`src/rtl/uart_pkg.sv`:
```
// Shared UART definitions: data width, bit timing and the bridge state encoding.
package uart_pkg;

  localparam int UART_DATA_W  = 8;
  localparam int CLKS_PER_BIT = 10416;  // 100 MHz / 9600 baud

  typedef enum logic [1:0] {
    IDLE      = 2'd0,
    SEND      = 2'd1,
    WAIT_DONE = 2'd2,
    GAP       = 2'd3
  } bridge_state_t;

  // Clock cycles one UART frame of the given bit count occupies on the line.
  function automatic int unsigned frame_clks(input int unsigned bits);
    return bits * CLKS_PER_BIT;
  endfunction

endpackage

```
`src/rtl/uart_rx_tx_bridge_if.sv`:
```
// Bundle of receiver-side, transmitter-side and status signals around the bridge.
// The bridge takes the slave view; the surrounding logic takes the master view.
interface uart_rx_tx_bridge_if
  import uart_pkg::*;
#(
  parameter int DEPTH  = 16,
  parameter int DATA_W = UART_DATA_W
);
  localparam int CW = $clog2(DEPTH) + 1;

  logic [DATA_W-1:0] rx_byte;
  logic              rx_dv;
  logic [DATA_W-1:0] tx_byte;
  logic              tx_dv;
  logic              tx_active;
  logic              tx_done;
  logic [CW-1:0]     fifo_count;
  logic              full;
  logic              empty;
  logic              overflow;

  modport master (
    output rx_byte, rx_dv, tx_active, tx_done,
    input  tx_byte, tx_dv, fifo_count, full, empty, overflow
  );

  modport slave (
    input  rx_byte, rx_dv, tx_active, tx_done,
    output tx_byte, tx_dv, fifo_count, full, empty, overflow
  );

endinterface

```
`src/rtl/sync_fifo.sv`:
```
// Synchronous FIFO with registered read data. A push into a full FIFO is
// dropped and flagged unless a pop frees the slot in the same cycle.
module sync_fifo
  import uart_pkg::*;
#(
  parameter int  DEPTH  = 16,
  parameter int  DATA_W = UART_DATA_W,
  localparam int AW     = $clog2(DEPTH),
  localparam int CW     = AW + 1
) (
  input  logic              clk,
  input  logic              rst,
  input  logic              push,
  input  logic [DATA_W-1:0] din,
  input  logic              pop,
  output logic [DATA_W-1:0] dout,
  output logic [CW-1:0]     count,
  output logic              full,
  output logic              empty,
  output logic              overflow
);

  localparam logic [CW-1:0] FULL_CNT = CW'(DEPTH);

  logic [DATA_W-1:0] mem [DEPTH];
  logic [AW-1:0]     wr_ptr;
  logic [AW-1:0]     rd_ptr;
  logic              do_push;
  logic              do_pop;
  logic [CW-1:0]     count_next;

  assign do_pop  = pop && !empty;
  assign do_push = push && (!full || do_pop);

  // Next occupancy, so full/empty can be registered alongside count.
  always_comb begin
    count_next = count;
    case ({do_push, do_pop})
      2'b10:   count_next = count + CW'(1);
      2'b01:   count_next = count - CW'(1);
      default: count_next = count;
    endcase
  end

  // Storage write; no reset needed, occupancy tracking guards reads.
  always_ff @(posedge clk) begin
    if (do_push) mem[wr_ptr] <= din;
  end

  // Pointers, occupancy flags, read register and sticky overflow.
  always_ff @(posedge clk or posedge rst) begin
    if (rst) begin
      wr_ptr   <= '0;
      rd_ptr   <= '0;
      count    <= '0;
      full     <= 1'b0;
      empty    <= 1'b1;
      dout     <= '0;
      overflow <= 1'b0;
    end else begin
      if (do_push) wr_ptr <= wr_ptr + AW'(1);
      if (do_pop) begin
        rd_ptr <= rd_ptr + AW'(1);
        dout   <= mem[rd_ptr];
      end
      count <= count_next;
      full  <= (count_next == FULL_CNT);
      empty <= (count_next == '0);
      if (push && full && !do_pop) overflow <= 1'b1;
    end
  end

endmodule

```
`src/rtl/uart_rx_tx_bridge.sv`:
```
// Buffers received bytes and feeds them to the transmitter one at a time,
// waiting for each stop bit to finish before loading the next byte.
// The FIFO's registered read data doubles as the tx_byte holding register:
// it only changes on a pop, so tx_byte stays stable until the next hand-off.
//
//   state     | meaning
//   ----------+-----------------------------------------------------------
//   IDLE      | wait for a stored byte and an idle transmitter, then pop
//   SEND      | tx_dv high for this single cycle
//   WAIT_DONE | transmitter busy; wait for its tx_done strobe
//   GAP       | one spare cycle so tx_active can fall before the next pop
module uart_rx_tx_bridge
  import uart_pkg::*;
#(
  parameter int DEPTH  = 16,
  parameter int DATA_W = UART_DATA_W
) (
  input logic               clk,
  input logic               rst,
  uart_rx_tx_bridge_if.slave bus
);

  localparam int CW = $clog2(DEPTH) + 1;

  bridge_state_t     state;
  bridge_state_t     state_next;
  logic              pop;
  logic              tx_dv_q;
  logic [DATA_W-1:0] fifo_dout;
  logic [CW-1:0]     fifo_count;
  logic              fifo_full;
  logic              fifo_empty;
  logic              fifo_overflow;

  sync_fifo #(
    .DEPTH  (DEPTH),
    .DATA_W (DATA_W)
  ) u_fifo (
    .clk      (clk),
    .rst      (rst),
    .push     (bus.rx_dv),
    .din      (bus.rx_byte),
    .pop      (pop),
    .dout     (fifo_dout),
    .count    (fifo_count),
    .full     (fifo_full),
    .empty    (fifo_empty),
    .overflow (fifo_overflow)
  );

  // State register.
  always_ff @(posedge clk or posedge rst) begin
    if (rst) state <= IDLE;
    else     state <= state_next;
  end

  // Handshake sequencing and pop request.
  always_comb begin
    state_next = state;
    pop        = 1'b0;
    case (state)
      IDLE: begin
        if (!fifo_empty && !bus.tx_active) begin
          pop        = 1'b1;
          state_next = SEND;
        end
      end
      SEND:      state_next = WAIT_DONE;
      WAIT_DONE: if (bus.tx_done) state_next = GAP;
      GAP:       state_next = IDLE;
      default:   state_next = IDLE;
    endcase
  end

  // Load strobe registered so it is glitch-free and high only while in SEND.
  always_ff @(posedge clk or posedge rst) begin
    if (rst) tx_dv_q <= 1'b0;
    else     tx_dv_q <= (state_next == SEND);
  end

  assign bus.tx_byte    = fifo_dout;
  assign bus.tx_dv      = tx_dv_q;
  assign bus.fifo_count = fifo_count;
  assign bus.full       = fifo_full;
  assign bus.empty      = fifo_empty;
  assign bus.overflow   = fifo_overflow;

endmodule
```
`src/flat_wrapper.sv`:
```
// flat-port wrapper written by rule: the top's interface ports become plain ports
module uart_rx_tx_bridge_flat import uart_pkg::*;
#(
  parameter int DEPTH  = 16,
  parameter int DATA_W = UART_DATA_W
)
  (clk, rst, bus_rx_byte, bus_rx_dv, bus_tx_active, bus_tx_done, bus_tx_byte, bus_tx_dv, bus_fifo_count, bus_full, bus_empty, bus_overflow);
  uart_rx_tx_bridge_if #(.DEPTH(DEPTH), .DATA_W(DATA_W)) bus_i ();
  input logic clk;
  input logic rst;
  input wire logic [$bits(bus_i.rx_byte)-1:0] bus_rx_byte;
  input wire logic [$bits(bus_i.rx_dv)-1:0] bus_rx_dv;
  input wire logic [$bits(bus_i.tx_active)-1:0] bus_tx_active;
  input wire logic [$bits(bus_i.tx_done)-1:0] bus_tx_done;
  output wire logic [$bits(bus_i.tx_byte)-1:0] bus_tx_byte;
  output wire logic [$bits(bus_i.tx_dv)-1:0] bus_tx_dv;
  output wire logic [$bits(bus_i.fifo_count)-1:0] bus_fifo_count;
  output wire logic [$bits(bus_i.full)-1:0] bus_full;
  output wire logic [$bits(bus_i.empty)-1:0] bus_empty;
  output wire logic [$bits(bus_i.overflow)-1:0] bus_overflow;
  assign bus_i.rx_byte = bus_rx_byte;
  assign bus_i.rx_dv = bus_rx_dv;
  assign bus_i.tx_active = bus_tx_active;
  assign bus_i.tx_done = bus_tx_done;
  assign bus_tx_byte = bus_i.tx_byte;
  assign bus_tx_dv = bus_i.tx_dv;
  assign bus_fifo_count = bus_i.fifo_count;
  assign bus_full = bus_i.full;
  assign bus_empty = bus_i.empty;
  assign bus_overflow = bus_i.overflow;
  uart_rx_tx_bridge #(.DEPTH(DEPTH), .DATA_W(DATA_W)) u_core (.clk(clk), .rst(rst), .bus(bus_i));
endmodule
```
`config.mk`:
```
export PLATFORM = sky130hd
export DESIGN_NAME = uart_rx_tx_bridge_flat
export DESIGN_NICKNAME = d
export VERILOG_FILES = /design/src/rtl/uart_pkg.sv /design/src/rtl/uart_rx_tx_bridge_if.sv /design/src/rtl/sync_fifo.sv /design/src/rtl/uart_rx_tx_bridge.sv /design/src/flat_wrapper.sv
export SDC_FILE = /design/constraint.sdc
export NUM_CORES = 1
export LEC_CHECK = 0
export ABC_AREA = 1
export CAP_MARGIN = 5
export CORE_MARGIN = 3
export CORE_UTILIZATION = 60
export CTS_CLUSTER_DIAMETER = 80
export CTS_CLUSTER_SIZE = 16
export DETAILED_ROUTE_END_ITERATION = 16
export GPL_ROUTABILITY_DRIVEN = 0
export MAX_ROUTING_LAYER = met4
export PLACE_DENSITY = 0.79
export SYNTH_ARGS = -nofsm -noshare
export SYNTH_HDL_FRONTEND = slang
export SYNTH_SLANG_ARGS = --single-unit
```
`constraint.sdc`:
```
create_clock -name clk -period 6.6 [get_ports clk]
set_clock_uncertainty 0.1 [all_clocks]
set_input_delay 1.32 -clock clk [delete_from_list [all_inputs] [get_ports clk]]
set_output_delay 1.32 -clock clk [all_outputs]
set_load 0.01 [all_outputs]
```
Word level (Yosys, flattened, before mapping)

Memory sizes are Yosys's and may differ from the RTL's. A register that Yosys moved wholly into a read port is not among the register bits.
Index checks and enable logic that the tools add are counted.
W data, S select, Z words.

Register bits: 19
Memory bits (writable): 128
Input port bits: 13
Output and inout port bits: 17
Word-level logic and storage cells: 40
Memories kept: 1

Add/subtract/negate cells: 4
Equal/unequal tests: 7
Multiplexer cells: 8
Reductions and logical operators: 12

Memories:

| memory            | words | width | rd ports | clocked after Yosys merged registers in | write ports | line            | text |
|---|---|---|---|---|---|---|---|
| u_core.u_fifo.mem | 16    | 8     | 1        | 1                                       | 1           | sync_fifo.sv:25 | `logic [DATA_W-1:0] mem [DEPTH];` |

Operator list:

| cell                  | count |
|---|---|
| $pmux W5 S2           | 1 |
| $add A4 B1 Y4 const B | 2 |
| $pmux W2 S4           | 1 |
| $eq A2 B1 Y1 const B  | 3 |
| $eq A2 B2 Y1 const B  | 3 |
| $add A5 B1 Y5 const B | 1 |
| $eq A5 B5 Y1 const B  | 1 |
| $logic_and A1 B1 Y1   | 5 |
| $logic_not A5 Y1      | 1 |
| $sub A5 B1 Y5 const B | 1 |
| $logic_not A1 Y1      | 4 |
| $mux W1               | 4 |
| $mux W2               | 2 |
| $logic_not A2 Y1      | 1 |
| $logic_or A1 B1 Y1    | 1 |

Depth between registers and ports, before layout

Gate-level depths: netlist of run 1.

Word-level depth: 10
Mapped depth: 21
Depth with buffers taken out: 21

Hierarchy

Synthesis of run 1 repeated with hierarchy kept, for this count alone.

Cells, all modules: 584
Area, all modules: 6557.5 um^2

Modules (own cells, without submodules):

| module            | instances | cells an instance | area an instance (um^2) |
|---|---|---|---|
| sync_fifo         | 1         | 563               | 6376.1 |
| uart_rx_tx_bridge | 1         | 21                | 181.4 |

Worst setup path before layout of run 1

No wires, ideal clock.

Path type: input to register
Start: input bus_tx_active
End: register u_core.u_fifo.full
Arrival time: 3220 ps
Slack: 3209 ps
Cell stages on the path: 16
Path buffers: 0
Path through: or2_4 -> nor2_8 -> inv_4 -> nand2_2 -> nand2_4 -> ha_1 -> nand2_1 -> inv_1 -> nor2_1 -> ha_1 -> nand2_1 -> o21ai_1 -> or2_1 -> nor2_1 -> nand3_1 -> nor2_1

Word-level cells in the longest chain between the ends: 10
Elaborated cells on any way between the ends: 11
Classes of those cells: 3 x eq/ne; 3 x mux; 5 x reduce/logical

RTL lines:

| what                                                | line                    | text |
|---|---|---|
| start, declared                                     | flat_wrapper.sv:13      | `input wire logic [$bits(bus_i.tx_active)-1:0] bus_tx_active;` |
| $logic_not A1 Y1 *                                  | uart_rx_tx_bridge.sv:63 | `if (!fifo_empty && !bus.tx_active) begin` |
| $logic_and A1 B1 Y1 *                               | uart_rx_tx_bridge.sv:63 |  |
| $mux W1 *                                           | uart_rx_tx_bridge.sv:63 |  |
| $mux W1 *                                           | uart_rx_tx_bridge.sv:61 | `case (state)` |
| $logic_and A1 B1 Y1 *                               | sync_fifo.sv:32         | `assign do_pop = pop && !empty;` |
| $logic_or A1 B1 Y1                                  | sync_fifo.sv:33         | `assign do_push = push && (!full \|\| do_pop);` |
| $logic_and A1 B1 Y1                                 | sync_fifo.sv:33         |  |
| $eq A2 B1 Y1 / $eq A2 B2 Y1 (equally long branches) | sync_fifo.sv:38         | `case ({do_push, do_pop})` |
| $pmux W5 S2 *                                       | sync_fifo.sv:38         |  |
| net u_core.u_fifo.count_next[1]                     | sync_fifo.sv:30         | `logic [CW-1:0] count_next;` |
| $eq A5 B5 Y1 *                                      | sync_fifo.sv:67         | `full <= (count_next == FULL_CNT);` |
| end signal, assigned                                | sync_fifo.sv:67         |  |
| end, declared                                       | sync_fifo.sv:18         | `output logic full,` |

The timed path passes the listed nets; every way through them passes the cells marked *.
A chain may end at the register's enable or synchronous reset.

Worst setup path in the final report of run 1

Ends and elaborated chain as after synthesis.

==> out/results.ini, run 1 <==
[run]
max_cap_violations=0

[worst_setup_path]
startpoint=bus_tx_active
worst_setup_path_endpoint=u_core.u_fifo.full
worstRegToRegCells=18
rrSetupSlack_ps=3690
path_max_fanout=16
crit_path_end_kind=flop
worstReg2RegStart=u_core.state[0]
cp-start-kind=input port
reg2reg_to=u_core.u_fifo.full
arrival_ps=3960
path_class=in -> reg
crit_required_ps=6970

[pwr]
vdd_drop_max_v=0.0002520
p_leak_nw=2.764
p_per_area_nw_per_um2=457.0

[logic_synthesis]
syn-cell-area_sq_um=6536
synthAdderAreaFrac_pct=2.106
synth_seq_cells=155
syn_avg_cell_area_sq_um=11.37
synth-xor-area-share_pct=0.9380
yosysSeqAreaShare_pct=69.16
synth_simple_gate_area_share_pct=16.06
syn_inst=575
muxShareOfSynthArea_pct=0
syn_nets=599
synth_top_family_by_area=simple AND/OR/NAND/NOR gates
synth_warnings=0
synth-compound-area-share_pct=7.600
ys_types=34

[clock_network]
path_clk_slew_ps=70
cts_tree=built
htree_levels=4
numCtsBuffers=17
cts.hold.buffers_added=0
clockBufferDepth=2
clkSinkCount=155
ctsResizeCount=0
root_buffer=clkbuf_8
post-cts-setup-buffers=0
clk_latency_ps=530

[routing]
remaining_drc_errors=0
drt_iter0_drc=408
postRouteAntennaNets=0
vias=4298
vias_per_cell=5.754
detail_route.wl_per_cell_microns=18.67
first_pass_iters=5
wl_mm=13.94

[place]
dpl.hpwl_mm=8.522
io_buffers=29
place_area_sq_um=6850

[timing]
hold_violations=0
slew_violations=0
worst_pin_slew_ps=993.1
relSlewSlack_pct=33.72
finalSetupViolCount=0
max_freq_mhz=278.6
grt_setup_unrepaired=false
finalCritPeriodShare_pct=54.39
min_period_ps=3590
finalSetupTns_ps=0

[finish]
drive_above_1_share_pct=7.529
antennaDiodeCount=0
synthToLayoutAreaGrowth_pct=13.53
stdcell_area_sq_um=7421
nets=623
nFillCells=752

[grt]
grt.total_usage_pct=25.44
grt_max_degree=68
grt-ovfl-total=0
antenna_found_initial=0
grt_pass1_vias=4204
grt_pass1_wl_mm=21.58

[die]
start_util_pct=62.47
fp-row-count=37
dieArea_sq_um=12180
pin_count=30
core_area_sq_um=10460
fp.dieW_microns=110.4
die_h_microns=110.4

[min_path]
hp-start=u_core.u_fifo.overflow
hold_path.class=reg -> reg

[run_status]
status=completed

logic make-up (layout without fill, tap and decap cells):
group,Yosys count,after routing
DFF,155,155
adders and majority gates,11,11
buffers and inverters,54,90
and+or+nand+nor,252,252
AOI/OAI and AO/OA,96,96
xor gates and xnor gates,7,7
synth_stat cells:
library cell	count	share of area, %
or2_1	1	0.096
or2_4	1	0.13
inv_1	21	1.2
dfstp_2	1	0.40
nand3_1	34	2.6
nand2_2	4	0.38
xnor2_1	1	0.13
a31o_2	1	0.13
nand2_1	84	4.8
ha_1	11	2.1
a22oi_1	1	0.11
buf_6	4	0.69
nor2_1	120	6.9
inv_2	3	0.17
xor2_1	6	0.80
clkinv_1	2	0.11
edfxtp_1	128	59
buf_2	9	0.69
clkbuf_1	3	0.17
o21ai_1	28	2.1
o22ai_1	8	0.77
nor2_2	1	0.096
nor2b_1	1	0.096
nor2_8	1	0.31
buf_4	4	0.46
clkinv_2	1	0.076
nor2_4	1	0.17
dfrtp_1	26	10
o21ai_0	58	4.4
nand2_4	1	0.17
clkbuf_2	4	0.31
inv_4	2	0.19
buf_1	1	0.057
nand4_1	3	0.29
how the worst min path moves through the flow:
stage	end	cells past startpoint	slack, ps
3_3_place_gp	u_core.u_fifo.overflow	1	370
6_report	u_core.u_fifo.overflow	1	380
2_1_floorplan	u_core.u_fifo.wr_ptr[3]	1	380
4_1_cts	u_core.u_fifo.overflow	1	390
5_1_grt	u_core.u_fifo.overflow	1	410
3_5_place_dp	u_core.u_fifo.overflow	1	370
critical path, stage by stage:
cell and delay [ps]:
clkdlybuf4s50_1 400, or2_4 260, nor2_8 220, inv_4 100, nand2_2 90, nand2_4 90, ha_1 280, nand2_1 100
inv_1 60, nor2_1 140, ha_1 250, nand2_1 60, o21ai_1 70, or2_1 210, nor2_1 100, nand3_1 100
nor2_1 110
power breakdown:
group | switching [mW] | total [mW] | internal, mW
Sequential | 0.124 | 1.35 | 1.22
Combinational | 0.728 | 1.10 | 0.376
Clock | 0.368 | 0.940 | 0.572
per-stage QoR:
step           worst slack [ps]  utilization (%)  power, mW  cells  hold slack (ps)
2_1_floorplan              3209                -      2.128    575            383.1
3_3_place_gp               2568            65.47      2.411    716            369.4
3_5_place_dp               2483            65.47      2.444    716            367.6
4_1_cts                    3029            70.93      3.392    747            385.0
5_1_grt                    2774            70.93      3.594    747            405.5
6_report                   3010            70.93      3.392    747            383.4
layout by cell type, fill, tap and decap left out, drive strengths merged:
cell type	instances
inv	27
o22ai	8
clkinvlp	2
clkinv	9
edfxtp	128
nand4	3
clkbuf	19
bufinv	3
a31o	1
a22oi	1
buf	1
clkdlybuf4s50	29
nor2	123
nand2	89
ha	11
nand3	34
o21ai	86
nor2b	1
xnor2	1
xor2	6
dfstp	1
dfrtp	26
or2	2
flip-flops by register name (all words and copies together) (netlist names):
name                    count
u_core.bus.tx_dv            1
u_core.state                2
u_core.u_fifo.count         5
u_core.u_fifo.dout          8
u_core.u_fifo.empty         1
u_core.u_fifo.full          1
u_core.u_fifo.mem         128
u_core.u_fifo.overflow      1
u_core.u_fifo.rd_ptr        4
u_core.u_fifo.wr_ptr        4
layout make-up:
type / count / area [sq um] / area share, %
Tap cell: 136 / 170.2 / 2.293
Clock inverter: 12 / 148.9 / 2.006
Multi-Input combinational cell: 366 / 1745 / 23.52
Timing Repair Buffer: 30 / 297.8 / 4.013
Sequential cell: 155 / 4522 / 60.93
Clock buffer: 19 / 421.7 / 5.682
Inverter: 29 / 115.1 / 1.551
layer usage:
metal,part of all wire (%),track usage (%)
met5,0,-
met1,42,33.04
met4,2.8,11.08
met2,49,39.17
met3,5.8,5.533
(Power assumes the default switching activity.)
==> inputs of run 2 (changes only) <==
--- a/config.mk
+++ b/config.mk
@@ -8,13 +8,13 @@
 export ABC_AREA = 1
 export CAP_MARGIN = 5
 export CORE_MARGIN = 3
-export CORE_UTILIZATION = 60
+export CORE_UTILIZATION = 54
 export CTS_CLUSTER_DIAMETER = 80
 export CTS_CLUSTER_SIZE = 16
 export DETAILED_ROUTE_END_ITERATION = 16
 export GPL_ROUTABILITY_DRIVEN = 0
 export MAX_ROUTING_LAYER = met4
-export PLACE_DENSITY = 0.79
+export PLACE_DENSITY = 0.75
 export SYNTH_ARGS = -nofsm -noshare
 export SYNTH_HDL_FRONTEND = slang
 export SYNTH_SLANG_ARGS = --single-unit
==> constraint.sdc (replaced) <==
create_clock -name clk -period 3.05 [get_ports clk]
set_clock_uncertainty 0.1 [all_clocks]
set_input_delay 0.61 -clock clk [delete_from_list [all_inputs] [get_ports clk]]
set_output_delay 0.61 -clock clk [all_outputs]
set_load 0.01 [all_outputs]
==> run 2 against run 1 <==
Against the previous run:
- hold slack worse by 9.2 ps
- routed wire length up 3.9%
- core utilization down 5.3 points
- count of clock-buffer cells in the layout down 1
- cell area up 2.6%
==> out/results.ini, run 2 (same netlist as run 1, synthesis figures left out) <==
[run_status]
status=completed

[routing]
dr_wl_met3_mm=1.077
remaining_drc_errors=0
routed-wl-met2_mm=7.296
top_layer=met4
vias_per_cell=5.750
detail_route.wl_per_cell_microns=18.60
postRouteAntennaNets=0
vias=4479
drt_iter0_drc=430
wl_mm=14.49
wl_met1_mm=5.823
first_pass_iters=6

[timing]
finalCritPeriodShare_pct=90.85
finalSetupViolCount=0
hold_violations=0
min_period_ps=2771
grt_setup_unrepaired=false
whs_ps=374.1
worst_pin_slew_ps=721.8
relSlewSlack_pct=51.88
max_freq_mhz=360.9
slew_violations=0
finalSetupTns_ps=0

[worst_setup_path]
crit_required_ps=3310
crit_chain=clkdlybuf4s50_1, or2_4, nor2_8, inv_4, nand2_2, nand2_4, ha_1, nand2_1, inv_1, nor2_1, ha_1, nand2_1, o21ai_1, or2_1, nor2_1, nand3_1, nor2_1
path_max_fanout=3
cp-start-kind=input port
arrival_ps=3030
path_class=in -> reg
max_stage_delay_ps=400
critPathSlowestCell=clkdlybuf4s50_1
cpMostUsedCell=nor2_1
rrSetupSlack_ps=330
crit_path_end_kind=flop

[place]
dpl.hpwl_mm=8.838
io_buffers=29
place_inst=747

[clock_network]
htree_levels=4
clk_latency_ps=420
cts.hold.buffers_added=0
post-cts-setup-buffers=0
clockBufferDepth=2
path_clk_slew_ps=60
cts_tree=built
numCtsBuffers=17
ctsResizeCount=0
clkSinkCount=155
root_buffer=clkbuf_16

[finish]
drive_above_1_share_pct=11.64
final_util_pct=65.58
nets=647
largest_reg_flops=128
regMostFlops=u_core.u_fifo.mem
nFillCells=873
antennaDiodeCount=0
layout_common_cells=edfxtp_1 (128), nor2_1 (120), nand2_1 (84)
layout_commonest_cell=edfxtp_1
synthToLayoutAreaGrowth_pct=16.52
finalNonFillerCells=779
regArea_sq_um=4522
multiInputGateArea_sq_um=1745
reg_top3=u_core.u_fifo.mem (128), u_core.u_fifo.dout (8), u_core.u_fifo.count (5)

[die]
dieArea_sq_um=13460
fp-row-count=39
core_area_sq_um=11610
pin_count=30
fp.dieW_microns=116.0
die_h_microns=116.0
start_util_pct=56.28

[grt]
grt_pass1_wl_mm=23.07
grt.total_usage_pct=23.98
grt-ovfl-total=0
antenna_found_initial=0
grt_max_degree=68
grt_pass1_vias=4349

[min_path]
hold_path.class=reg -> reg

[run]
max_cap_violations=0

[pwr]
p_per_area_nw_per_um2=976.7
p_leak_nw=2.886
total_power_mw=7.439
vdd_drop_max_v=0.0005862

## run 2: stage by stage
stage                     setup slack (ps)  cell area [sq um]
after floorplan                      369.0               6536
after global placement               8.250               7039
after detailed placement            -78.02               7039
after CTS                            308.8               7616
after global routing                 112.7               7616
final                                279.0               7616
## run 2: final cells by class
class | instances | area share, %
clock buffers | 18 | 5.635
clock inverters | 14 | 1.939
flip-flops and latches | 155 | 59.37
inverters | 29 | 1.511
multi-input cells | 366 | 22.92
well taps | 143 | 2.349
repair buffers | 54 | 6.276
## run 2: final timing paths
check,endpoint,cells after the start,startpoint
worst max-delay path,u_core.u_fifo.full,17,bus_tx_active
worst min-delay path,u_core.u_fifo.overflow,1,u_core.u_fifo.overflow
worst max register to register,u_core.u_fifo.full,18,u_core.state[0]
worst min register to register,u_core.u_fifo.overflow,1,u_core.u_fifo.overflow
max in group asynchronous,u_core.u_fifo.empty,3,rst
min in group asynchronous,u_core.bus.tx_dv,3,rst
## run 2: layer usage
metal  GRT usage, %  vias to the layer above
met2          37.51                      238
met4          9.899                        0
met5              -                        -
li1               -                     2072
met3          4.334                       28
met1          31.29                     2141
## run 2: critical path, delay by kind of cell
| kind | cells | cell delay (ps) |
|---|---|---|
| AO/OA/AOI/OAI | 1 | 70 |
| adder cells (fa/ha/maj) | 2 | 480 |
| buffers and inverters | 3 | 490 |
| AND/OR/NAND/NOR | 11 | 1380 |
## run 2: report_power, final
| part | internal (mW) | switching, mW | total, mW |
|---|---|---|---|
| logic | 0.884 | 1.60 | 2.49 |
| registers | 2.64 | 0.268 | 2.91 |
| clock network | 1.20 | 0.836 | 2.04 |
